[src/rtl/tpu_pkg.sv]
`default_nettype none
// ============================================================================
// Module  : tpu_pkg
// Purpose : Shared definitions for the systolic-array subsystem: controller
//           state encoding, default array size, PE datapath widths and a
//           helper that sizes the controller's phase counter.
// Ports   : none (package)
// Revision: 1.0 - initial release
// ============================================================================
package tpu_pkg;

  localparam int c_n_default = 2;   // default array dimension
  localparam int c_pe_data_w = 8;   // PE operand width
  localparam int c_pe_acc_w  = 32;  // PE accumulator width

  typedef logic [c_pe_data_w-1:0] pe_data_t;
  typedef logic [c_pe_acc_w-1:0]  pe_acc_t;

  typedef enum logic [1:0] {
    IDLE   = 2'd0,
    LOAD_W = 2'd1,
    RUN    = 2'd2,
    DONE   = 2'd3
  } state_t;

  // Width of a counter that must reach both N (weight phase) and
  // (2^row_w - 1) + pipe_lat (longest run phase) without wrapping.
  function automatic int cnt_width(input int row_w, input int pipe_lat, input int n);
    int max_cnt;
    max_cnt = (1 << row_w) - 1 + pipe_lat;
    if (n > max_cnt) max_cnt = n;
    return $clog2(max_cnt + 1);
  endfunction

endpackage : tpu_pkg
`default_nettype wire

[src/rtl/systolic_array_controller.sv]
`default_nettype none
// ============================================================================
// Module  : systolic_array_controller
// Purpose : Sequences an N x N weight-stationary PE array: preloads N weight
//           rows, streams M activation rows keeping the array advancing until
//           it drains, and writes results back as they emerge.
// Ports   : clk, reset (async, active-high)
//           start, num_rows      - command pulse and row count M (IDLE only)
//           hold                 - stall, freezes sequencing and strobes
//           wmem_rd_en/wmem_addr - weight memory read
//           load_weight          - one-hot per-row weight load
//           amem_rd_en/amem_addr - activation memory read
//           valid                - array advance enable
//           res_wr_en/res_addr   - result memory write
//           busy, done           - status
// Revision: 1.0 - initial release
// ============================================================================
module systolic_array_controller
  import tpu_pkg::*;
#(
  parameter int N        = c_n_default,
  parameter int ROW_W    = 8,
  parameter int PIPE_LAT = 2 * N
) (
  input  logic                 clk,
  input  logic                 reset,
  input  logic                 start,
  input  logic [ROW_W-1:0]     num_rows,
  input  logic                 hold,
  output logic                 wmem_rd_en,
  output logic [$clog2(N)-1:0] wmem_addr,
  output logic [N-1:0]         load_weight,
  output logic                 amem_rd_en,
  output logic [ROW_W-1:0]     amem_addr,
  output logic                 valid,
  output logic                 res_wr_en,
  output logic [ROW_W-1:0]     res_addr,
  output logic                 busy,
  output logic                 done
);

  localparam int c_wa_w  = $clog2(N);
  localparam int c_cnt_w = cnt_width(ROW_W, PIPE_LAT, N);

  localparam logic [c_cnt_w-1:0] c_n    = c_cnt_w'(N);
  localparam logic [c_cnt_w-1:0] c_pipe = c_cnt_w'(PIPE_LAT);
  localparam logic [c_cnt_w-1:0] c_one  = c_cnt_w'(1);

  state_t               r_state;
  state_t               w_next_state;
  logic [c_cnt_w-1:0]   r_cnt;      // t in LOAD_W, c in RUN
  logic [ROW_W-1:0]     r_m;        // captured row count
  logic [c_cnt_w-1:0]   w_m_ext;
  logic [c_cnt_w-1:0]   w_last_c;
  logic [c_cnt_w-1:0]   w_res_idx;
  logic [N-1:0]         w_lw_onehot;
  logic                 w_load_last;
  logic                 w_run_last;

  assign w_m_ext     = c_cnt_w'(r_m);
  assign w_last_c    = w_m_ext + c_pipe;
  assign w_res_idx   = r_cnt - c_pipe - c_one;
  assign w_load_last = (r_cnt == c_n);
  assign w_run_last  = (r_cnt == w_last_c);
  // Weight for row t-1 arrives one cycle after its read (1-cycle memory).
  assign w_lw_onehot = N'(1) << (r_cnt - c_one);

  // --------------------------------------------------------------------------
  // Next-state logic
  // --------------------------------------------------------------------------
  always_comb begin
    w_next_state = r_state;
    case (r_state)
      IDLE:    if (start) w_next_state = LOAD_W;
      LOAD_W:  if (!hold && w_load_last) w_next_state = (r_m == '0) ? DONE : RUN;
      RUN:     if (!hold && w_run_last) w_next_state = DONE;
      DONE:    w_next_state = IDLE;
      default: w_next_state = IDLE;
    endcase
  end

  // --------------------------------------------------------------------------
  // State, phase counter and row-count capture
  // --------------------------------------------------------------------------
  always_ff @(posedge clk or posedge reset) begin
    if (reset) begin
      r_state <= IDLE;
      r_cnt   <= '0;
      r_m     <= '0;
    end else begin
      r_state <= w_next_state;
      if (r_state == IDLE && start) r_m <= num_rows;
      // One counter serves both phases: it restarts on every state change
      // and advances only on cycles that are not held.
      if (w_next_state != r_state)
        r_cnt <= '0;
      else if ((r_state == LOAD_W || r_state == RUN) && !hold)
        r_cnt <= r_cnt + c_one;
    end
  end

  // --------------------------------------------------------------------------
  // Outputs. Addresses derive from the frozen counter, so they stay put
  // while hold masks the strobes.
  // --------------------------------------------------------------------------
  always_comb begin
    wmem_rd_en  = 1'b0;
    wmem_addr   = '0;
    load_weight = '0;
    amem_rd_en  = 1'b0;
    amem_addr   = '0;
    valid       = 1'b0;
    res_wr_en   = 1'b0;
    res_addr    = '0;
    busy        = (r_state != IDLE);
    done        = (r_state == DONE);
    case (r_state)
      LOAD_W: begin
        if (r_cnt < c_n) begin
          wmem_addr  = r_cnt[c_wa_w-1:0];
          wmem_rd_en = !hold;
        end else begin
          wmem_addr = c_wa_w'(N - 1);
        end
        if (r_cnt != '0) load_weight = hold ? '0 : w_lw_onehot;
      end
      RUN: begin
        amem_addr  = (r_cnt < w_m_ext) ? r_cnt[ROW_W-1:0] : (r_m - ROW_W'(1));
        amem_rd_en = !hold && (r_cnt < w_m_ext);
        // valid covers the whole drain, c = 1 .. M+PIPE_LAT
        valid      = !hold && (r_cnt != '0);
        if (r_cnt > c_pipe) begin
          res_addr  = w_res_idx[ROW_W-1:0];
          res_wr_en = !hold;
        end
      end
      default: ;
    endcase
  end

endmodule : systolic_array_controller
`default_nettype wire

[config.mk]
export PLATFORM = sky130hd
export DESIGN_NAME = systolic_array_controller
export DESIGN_NICKNAME = d
export VERILOG_FILES = /design/src/rtl/tpu_pkg.sv /design/src/rtl/systolic_array_controller.sv
export SDC_FILE = /design/constraint.sdc
export NUM_CORES = 1
export LEC_CHECK = 0
export ABC_AREA = 1
export CAP_MARGIN = 20
export CORE_ASPECT_RATIO = 0.75
export CORE_MARGIN = 10
export CORE_UTILIZATION = 45
export CTS_CLUSTER_DIAMETER = 60
export DETAILED_ROUTE_END_ITERATION = 7
export GPL_TIMING_DRIVEN = 1
export PLACE_DENSITY_LB_ADDON = 0.08
export SYNTH_ARGS = -nofsm -noshare
export SYNTH_HDL_FRONTEND = slang
export SYNTH_SLANG_ARGS = --single-unit
[constraint.sdc]
create_clock -name clk -period 3 [get_ports clk]
set_input_delay 0.3 -clock clk [delete_from_list [all_inputs] [get_ports clk]]
set_output_delay 0.3 -clock clk [all_outputs]
set_load 0.05 [all_outputs]
==> flow_summary.toml, run 1 <==
[timing]
rsz0062_at_grt = "false"
post-route-min-period_ns = 2.800
hold_ws_ns = 0.4762
period_share = 0.9332
finalSetupViolCount = 0
slew_viol_final = 0
hold_violations = 0
fin_setup_tns_ns = 0
relSlewSlack = 0.4738
tightest_slew_ns = 0.7885
max_freq_mhz = 357.2
fin_worst_skew_ns = 0.004828

[die]
rows = 20
die_height_um = 77
coreArea_um2 = 4104
initial_utilization = 0.4750
ios = 37
dieArea_um2 = 7392
die_w_um = 96

[route]
drtIter0Drc = 92
firstDrtPassIters = 4
post_drt_wl_per_cell_um = 13.97
vias = 1918
ant_nets = 0
via_per_inst = 5.115
wirelength_mm = 5.238
drcViolationCount = 0

[clock_network]
cts.path.max_buffers = 2
clk_pin_slew_ns = 0.08
cts_buffers = 3
cts_tree = "done"
h-tree-depth = 1
root_buffer = "clkbuf_8"
cts.sinks = 19
cts_hold_buf = 0
worstSkewPairLatency_ns = 0.26

[pwr]
powerDensity_nw_per_um2 = 725.7
p_clk_frac = 0.104
report.power.total_mw = 1.808
intPower_uw = 839.1
pwr-share-seq = 0.234
switching_share = 0.5358
p_sw_uw = 968.7
leakagePower_nw = 1.228
peakVddDrop_v = 0.0003873
pwr-share-comb = 0.663

[setup_path]
slowest_delay_ns = 0.71
worst-setup-path-type = "flip-flop to output port"
cp_data_required_time_ns = 2.70
startpoint_type = "flip-flop"
crit_arrival_ns = 2.50
path_cells = "inv_1 -> nand2_1 -> nand2_1 -> nand2_1 -> o21ai_2 -> nor2_1 -> clkdlybuf4s50_1"
cpLargestDelayFamily = "buffers and inverters"
crit_buf_inv = 2
crit_path_end_kind = "output port"
cpMaxStageDelayCell = "clkdlybuf4s50_1"
critPathMaxFanout = 9
crit_top_cell = "nand2_1"

[yosys]
avgSynthCellArea_um2 = 6.888
synth.ff_latch_count = 19
syn-num-nets = 315
synth.distinct_cells = 32
synth_area_leaders = "dfrtp_1, ha_1, nand2_1"
netlist_instances = 283
synth_edf_count = 0
async_reset_ff_frac = 1.000
synth_top_area_cell = "dfrtp_1"
synth_top_area_share = 0.2439
ys_seq_area_frac = 0.2439
syn-cell-area_um2 = 1949
yosysWarnings = 0
synthFlopType = "dfrtp_1"

[global_routing]
grt_antenna_before_repair = 0
grt_util_all_layers = 0.1453
grt_pass1_wl_mm = 8.818
grt_max_degree = 20
grt-ovfl-total = 0
grt_pass1_vias = 1769

[finish]
area_delta_synth_final_pct = 27.79
n_antenna_cell = 0
fillCellCount = 400
drive_gt1_frac = 0.1375
nNetsFinal = 353
final_common_cell = "nand2_1"
final_cell_mix = "nand2_1, nor2_1, inv_1"

[place]
gp_congestion = 0.8706
port_buffers = 36
post-dp-hpwl_mm = 4.261

[status]
run_status = "complete, no violations"

[job]
maxCapViolations = 0

[hold_path]
hold_path_class = "input pin to asynchronous set/reset pin"
state kept, by name, indices dropped and copies added (netlist names):
register / cells
r_cnt: 9
r_m: 8
r_state: 2
path summary, 6_finish.rpt:
kind                        startpoint  slack [ns]  cells past startpoint     endpoint
setup / recovery              r_cnt[0]        0.20                      7  res_addr[5]
hold / removal                   reset        0.48                      2       r_m[1]
setup reg to reg                r_m[2]        0.85                     14     r_cnt[1]
hold reg to reg                 r_m[1]        0.61                      2       r_m[1]
max in group asynchronous        reset        2.03                      2   r_state[1]
min in group clk           num_rows[0]        0.60                      3       r_m[0]
kinds of logic after synthesis:
kind of cell	count (synthesis)	share of synthesized area
flops	19	0.2439
compound gates	40	0.1110
simple gates	144	0.3402
fa+ha+maj	20	0.1284
buf+inv	42	0.09563
xor+xnor	18	0.08087
per-stage QoR:
step           setup WS (ns)  utilization  instances  instance area [µm²]
2_1_floorplan         0.2252            -        283                 1949
4_1_cts              0.09921       0.6049        375                 2482
6_report              0.2003       0.6070        375                 2491
5_1_grt             0.009788       0.6070        375                 2491
3_3_place_gp          0.2598       0.5930        371                 2434
3_5_place_dp          0.1736       0.5930        371                 2434
power groups by stage:
stage / Sequential [mW] / Combinational [mW] / Clock, mW
2_1_floorplan: 0.409 / 0.895 / 0
3_3_place_gp: 0.424 / 1.18 / 0
3_5_place_dp: 0.426 / 1.19 / 0
4_1_cts: 0.421 / 1.20 / 0.192
5_1_grt: 0.436 / 1.34 / 0.202
6_report: 0.422 / 1.20 / 0.187
metal layers:
layer / wire length [µm] / vias up / part of all wire / track usage
li1: - / 990 / - / -
met1: 2700 / 883 / 0.52 / 0.2132
met2: 2210 / 41 / 0.42 / 0.2054
met3: 295 / 4 / 0.056 / 0.04086
met4: 31 / 0 / 0.0059 / 0.02206
met5: 0 / - / 0 / 0
cell usage after synthesis (2+ instances only):
master	count
a21oi_1	20
a31oi_1	2
buf_6	3
dfrtp_1	19
ha_1	20
inv_1	34
nand2_1	55
nand2_2	4
nand3_1	13
nand3_2	2
nand3b_1	2
nand4_1	5
nor2_1	36
nor2_2	12
nor3_1	11
o21ai_0	13
xor2_1	17
cell type report:
type,count,area [µm²],area share
inverter,36,136.4,0.05475
tap,55,68.82,0.02762
clock buffer,4,45.04,0.01808
timing repair buffer,39,467.9,0.1878
sequential,19,475.5,0.1909
multi-input combinational,222,1297,0.5208
what timing repair did:
action / 4_1_cts / 5_1_grt
setup buffers: 0 / 0
setup endpoints to repair: 8 / 6
gates resized for setup: 1 / 2
Power figures use the tool's default switching activity.
==> inputs of run 2 (changes only) <==
--- a/config.mk
+++ b/config.mk
@@ -6,7 +6,7 @@
 export NUM_CORES = 1
 export LEC_CHECK = 0
 export ABC_AREA = 1
-export CAP_MARGIN = 20
+export CAP_MARGIN = 40
 export CORE_ASPECT_RATIO = 0.75
 export CORE_MARGIN = 10
 export CORE_UTILIZATION = 45
==> results of run 2 <==
Same layout as run 1: the final DEF is identical, and so are final timing and power.
